===== config.mk =====
export PLATFORM = sky130hd
export DESIGN_NAME = truth_sweep
export DESIGN_NICKNAME = d
export VERILOG_FILES = /design/src/rtl/truth_sweep.sv
export SDC_FILE = /design/constraint.sdc
export NUM_CORES = 1
export LEC_CHECK = 0
export CAP_MARGIN = 20
export CORE_ASPECT_RATIO = 1.1
export CORE_MARGIN = 3
export CORE_UTILIZATION = 46
export CTS_CLUSTER_SIZE = 12
export DETAILED_ROUTE_END_ITERATION = 10
export HOLD_SLACK_MARGIN = 0.05
export PLACE_DENSITY_LB_ADDON = 0.15
export SLEW_MARGIN = 10
export SYNTH_ARGS = -nofsm -noshare
export SYNTH_HDL_FRONTEND = slang
export SYNTH_SLANG_ARGS = --single-unit
export TNS_END_PERCENT = 100

===== constraint.sdc =====
create_clock -name clk -period 1.75 [get_ports clk]
set_input_delay 0.35 -clock clk [delete_from_list [all_inputs] [get_ports clk]]
set_output_delay 0.35 -clock clk [all_outputs]
set_load 0.01 [all_outputs]

===== src/rtl/truth_sweep.sv =====
// Clocked truth-table sweeper: steps stim over all 2^N input vectors and captures the responses.
// Define TRUTH_SWEEP_CMP_EN to capture resp_b and compare it against resp_a.
module truth_sweep #(
   parameter int unsigned N      = 3,
   parameter int unsigned SETTLE = 1
) (
   input  logic              clk,
   input  logic              rst_n,
   input  logic              start,
   output logic [N-1:0]      stim,
   input  logic              resp_a,
   input  logic              resp_b,
   output logic              busy,
   output logic              done,
   output logic [2**N-1:0]   table_a,
   output logic [2**N-1:0]   table_b,
   output logic              mismatch,
   output logic [N:0]        err_count
);

   localparam logic [3:0]   CntLoad  = 4'(SETTLE - 1);
   localparam logic [N-1:0] StimLast = {N{1'b1}};

   typedef enum logic [1:0] {StIdle, StSettle, StSample, StDone} state_e;

   state_e     state;
   logic [3:0] cnt;

   always_ff @(posedge clk or negedge rst_n) begin
      if (!rst_n) begin
         state     <= StIdle;
         cnt       <= '0;
         stim      <= '0;
         busy      <= 1'b0;
         done      <= 1'b0;
         table_a   <= '0;
`ifdef TRUTH_SWEEP_CMP_EN
         table_b   <= '0;
         mismatch  <= 1'b0;
         err_count <= '0;
`endif
      end else begin
         done <= 1'b0;
         unique case (state)
            StIdle: begin
               if (start) begin
                  state     <= StSettle;
                  stim      <= '0;
                  cnt       <= CntLoad;
                  busy      <= 1'b1;
                  table_a   <= '0;
`ifdef TRUTH_SWEEP_CMP_EN
                  table_b   <= '0;
                  mismatch  <= 1'b0;
                  err_count <= '0;
`endif
               end
            end
            StSettle: begin
               if (cnt == 4'd0) state <= StSample;
               else             cnt   <= cnt - 4'd1;
            end
            StSample: begin
               table_a[stim] <= resp_a;
`ifdef TRUTH_SWEEP_CMP_EN
               table_b[stim] <= resp_b;
               if (resp_a != resp_b) begin
                  mismatch  <= 1'b1;
                  err_count <= err_count + (N+1)'(1);
               end
`endif
               if (stim == StimLast) begin
                  state <= StDone;
                  busy  <= 1'b0;
                  done  <= 1'b1;
               end else begin
                  stim  <= stim + N'(1);
                  cnt   <= CntLoad;
                  state <= StSettle;
               end
            end
            StDone:  state <= StIdle;
            default: state <= StIdle;
         endcase
      end
   end

`ifndef TRUTH_SWEEP_CMP_EN
   // Compare path removed: outputs tied off, resp_b deliberately unused.
   logic unused_resp_b;
   assign unused_resp_b = resp_b;
   assign table_b       = '0;
   assign mismatch      = 1'b0;
   assign err_count     = '0;
`endif

endmodule


-- Word-level counts from Yosys, hierarchy flattened
Index checks and enable logic that the tools add are counted.
- register bits after elaboration: 19
- multiplexer cells: 21
- reduce and logical (&&, ||, !) cells: 10
- add/sub/neg operators: 2
- equal/unequal tests: 9
- magnitude comparators: 2
- operator list (kind ; number):
    $pmux W8 S2 ; 1
    $mux W4 ; 3
    $pmux W4 S3 ; 1
    $ne A2 B2 Y1 const B ; 5
    $bwmux W8 ; 1
    $mux W8 ; 1
    $pmux W2 S4 ; 1
    $mux W2 ; 3
    $mux W3 ; 2
    $pmux W3 S2 ; 1
    $reduce_and A3 Y1 ; 2
    $mux W1 ; 5
    $eq A2 B2 Y1 const B ; 2
    $logic_not A4 Y1 ; 1
    $lt A3 B4 Y1 const B ; 1
    $reduce_and A2 Y1 ; 2
    $reduce_and A4 Y1 ; 1
    $sub A4 B1 Y4 const B ; 1
    $add A3 B1 Y3 const B ; 1
    $demux W1 S3 ; 1
    $eq A3 B3 Y1 const B ; 1
    $ge A3 B1 Y1 const B ; 1
    $reduce_bool A3 Y1 ; 1
    $eq A2 B1 Y1 const B ; 1
    other kinds (4) ; 4

-- Logic depth before layout (Yosys ltp)
Gate-level depths: netlist (run 1).
- depth in word-level cells: 6
- depth in mapped cells: 5
- gate-level depth less buffers: 5

-- Least setup slack after synthesis (run 1)
OpenSTA, ideal clock, no wires.
- path type: reg2reg
- start point: register stim[0]
- end point: register stim[0]
- setup slack: 0.280 ns
- period minus slack after synthesis: 1.470 ns
- arrival: 1.349 ns
- stages on the path, launching flop included: 6
- required time: 1.629 ns
- library setup time: 0.121 ns
- cells stage by stage: dfrtp_1 -> ha_1 -> ha_1 -> nor2_1 -> mux2_2 -> a22o_1
- cells in the longest elaborated chain, start to end: 3
- ends and longest elaborated chain (item ; RTL line ; text):
    start: declaration ; 10 ; output logic [N-1:0] stim,
    start signal: assignment ; 77 ; stim <= stim + N'(1);
    $add A3 B1 Y3 or $eq A3 B3 Y1 (tied branches) ; 77, 72 ;
    $mux W3 or $ne A2 B2 Y1 (tied branches) ; n/a ;
    $pmux W3 S2 or $reduce_and A3 Y1 (tied branches) ; n/a ;
Several ways; a longest one is shown, not always the timed one. The select of a mux whose other input is x is not followed.
A chain may end at the register's enable or synchronous reset.

-- Worst setup path after layout (run 1)
- start point: register stim[2]
- end point: output stim[2]
No word-level cell between the ends.

==> results of run 1 <==
-- flip-flops by register name (all words and copies together), names as in the netlist --
signal   flops
busy         1
table_a      8
state        2
cnt          4
stim         3
done         1
-- metal layers --
metal | global-route usage [%] | up-vias | part of all wire [%]
li1 | - | 381 | -
met1 | 19.67 | 360 | 49
met2 | 18.79 | 23 | 45
met3 | 3.133 | 2 | 5.1
met4 | 5.474 | 0 | 0.95
met5 | 0 | - | 0
-- power breakdown --
group | internal (mW) | switching (mW) | total [mW] | leakage [nW]
Sequential | 0.519 | 0.102 | 0.621 | 0.250
Clock | 0.0885 | 0.130 | 0.218 | 0.0150
Combinational | 0.260 | 0.215 | 0.474 | 0.353
Total | 0.867 | 0.446 | 1.31 | 0.618
-- synth_stat cells (all sizes together) (2+ instances only) --
master   n
nand2b   2
ha       5
a22o     5
mux2i    7
inv      4
nor2b    2
nand2   12
nand3    4
dfrtp   19
buf     15
or3b     2
nor3b    3
clkbuf   2
o211ai   3
nand3b   5
nor2     2
-- kinds of logic after synthesis --
group,synth area share (%)
fa+ha+maj,5.747
compound gates,11.26
flops,43.68
buf+inv,11.95
other cells,0.3445
simple gates,19.54
mux,7.471
-- final cells by class --
cell class                 count  area, um^2
clock buffer                   4       26.28
fill                         185       854.6
inverter                       4       15.01
multi-input combinational     77       528.0
sequential                    19       478.0
tap                           28       35.03
timing repair buffer          20       190.2
-- worst max-delay path by stage --
stage / slack, ns / end / start
floorplan: 0.28 / stim[0] / stim[0]
global placement: 0.02 / table_a[1] / start
detailed placement: 0.01 / table_a[1] / start
CTS: 0.03 / stim[0] / stim[0]
global route: 0.04 / stim[2] / stim[2]
finish: 0.1 / stim[2] / stim[2]
-- metrics by stage --
stage | util, % | instance area, um^2
2_1_floorplan | - | 1134
4_1_cts | 59.71 | 1270
3_5_place_dp | 58.47 | 1244
6_report | 59.82 | 1272
5_1_grt | 59.82 | 1272
3_3_place_gp | 58.47 | 1244
==> out/qor.csv, run 1 <==
stage,metric,value,unit
status,status,"complete, no violations",
timing,hold slack,0.3768,ns
critical_path,Crit path depth,1,
global_route,initial antenna violation count,0,
hold_path,worst hold path class,input pin to async pin,
detailed_routing,vias post-DR,766,
detailed_routing,Post-DRT Antenna Nets,0,
global_route,vias in the first global route,653,
detailed_routing,drt pass-1 iters,4,
flow_run,Max-Cap Viols,0,
cts,CTS H-tree depth,1,
synthesis,post-synth top area share,43.68,%
cts,clk slew on worst S/H paths,0.10,ns
timing,Final Worst Setup Slack,0.09689,ns
cts,CTS Buffer Depth,2,
detailed_routing,routed wire length,1786,um
critical_path,startpoint types,flip-flop,
cts,Root Buffer Master,clkbuf_4,
critical_path,Arrival @ worst endpoint,1.30,ns
cts,Clock Latency Late Sink,0.29,ns
timing,total negative slack,0,ns
global_route,first-pass GRT wire length,3084,um
synthesis,Yosys cell types,32,
timing,minimum clock period,1.653,ns
finish,Layout Cells excl Fill,152,
die,Rows,17,
synthesis,yosys warns,0,
place,RD Place Congestion,0.7620,
place,post-DP HPWL,1334,um
timing,"Slew Viols, Final",0,
critical_path,worst r2r path cells,5,
power_and_ir_drop,Pwr per Cell Area,1032,mW/mm^2
global_route,GRT overflow,0,
synthesis,number of synthesized flops with an enable pin,0,
finish,# diodes,0,
timing,Max Fclk,604.9,MHz
die,I/O pin cnt,31,
cts,total setup buffers inserted after CTS,0,
critical_path,Top delay family on crit path,buffers and inverters,
critical_path,worst r2r src,stim[0],
die,Initial Utilization,51.18,%
critical_path,CP peak stage delay,0.57,ns
finish,"commonest non-fill, non-tap cell in the layout",dfrtp_1,
synthesis,ys async rst share,100.0,%
synthesis,largest area contributor in the netlist,dfrtp_1,
place,Setup WS pre-CTS,0.009592,ns
detailed_routing,DR iter-0 viols,12,
timing,clk_skew,0.001837,ns
critical_path,worst-path fanout max,5,
place,placed cells,148,
critical_path,CP max-delay cell,clkdlybuf4s50_1,
detailed_routing,routed vias/inst,5.039,
finish,final net count,135,
die,core area,0.002127,mm^2
synthesis,Avg Inst Size Synth,10.37,um^2
finish,"commonest non-fill, non-tap cells in the layout","17 x dfrtp_1, 16 x clkdlybuf4s50_1, 13 x conb_1",
die,DIE AREA,0.002987,mm^2
critical_path,worst-path cell chain,clkdlybuf4s50_1,
power_and_ir_drop,worst vdd ir,0.0006896,V
critical_path,crit end category,primary output,
die,Die H,57.02,um
synthesis,Synth Register Bits,19,
critical_path,reg2reg end,cnt[1],
critical_path,R2R Setup Slk,0.24,ns
cts,CTS tree,done,
cts,hold_buf cts,0,
critical_path,Worst Setup Path Type,flip-flop to primary output,
synthesis,ys flop type,dfrtp_1,
detailed_routing,Remaining DRCs,0,
finish,layout cells sized above 1,10.48,%
power_and_ir_drop,Power Total,1.313,mW
cts,clock sink count,19,
cts,CTS Buf Count,3,
detailed_routing,routed wire length per instance,11.75,um
timing,period utilization,94.46,%
synthesis,synthesized area,0.001089,mm^2
cts,post_cts resized,0,
place,Port Buf Inserts,16,
synthesis,sequential-to-total area share from yosys stat,43.68,%
critical_path,WP data required,1.40,ns
timing,RSZ-0062 raised after global routing,no,
global_route,GRT Overall Usage,13.42,%
global_route,largest net degree at the start of global routing,20,
critical_path,Worst Path Buf+Inv,1,
timing,Final setup viols,0,
timing,"Hold Vio Cnt, Final",0,
finish,Area Growth Syn to Fin,16.90,%
power_and_ir_drop,Pleak,0.6183,nW
synthesis,Synth Instances,105,
synthesis,top post-synthesis cells by area,"dfrtp_1 44%, buf_4 9.0%, mux2i_1 6.4%",
die,die width,52.38,um
Power figures use the tool's default switching activity.
==> run 2, diff against run 1 <==
CTS_CLUSTER_SIZE = 30   (was 12)
==> results of run 2 <==
Same layout as run 1: the final DEF is identical, and so are final timing and power.
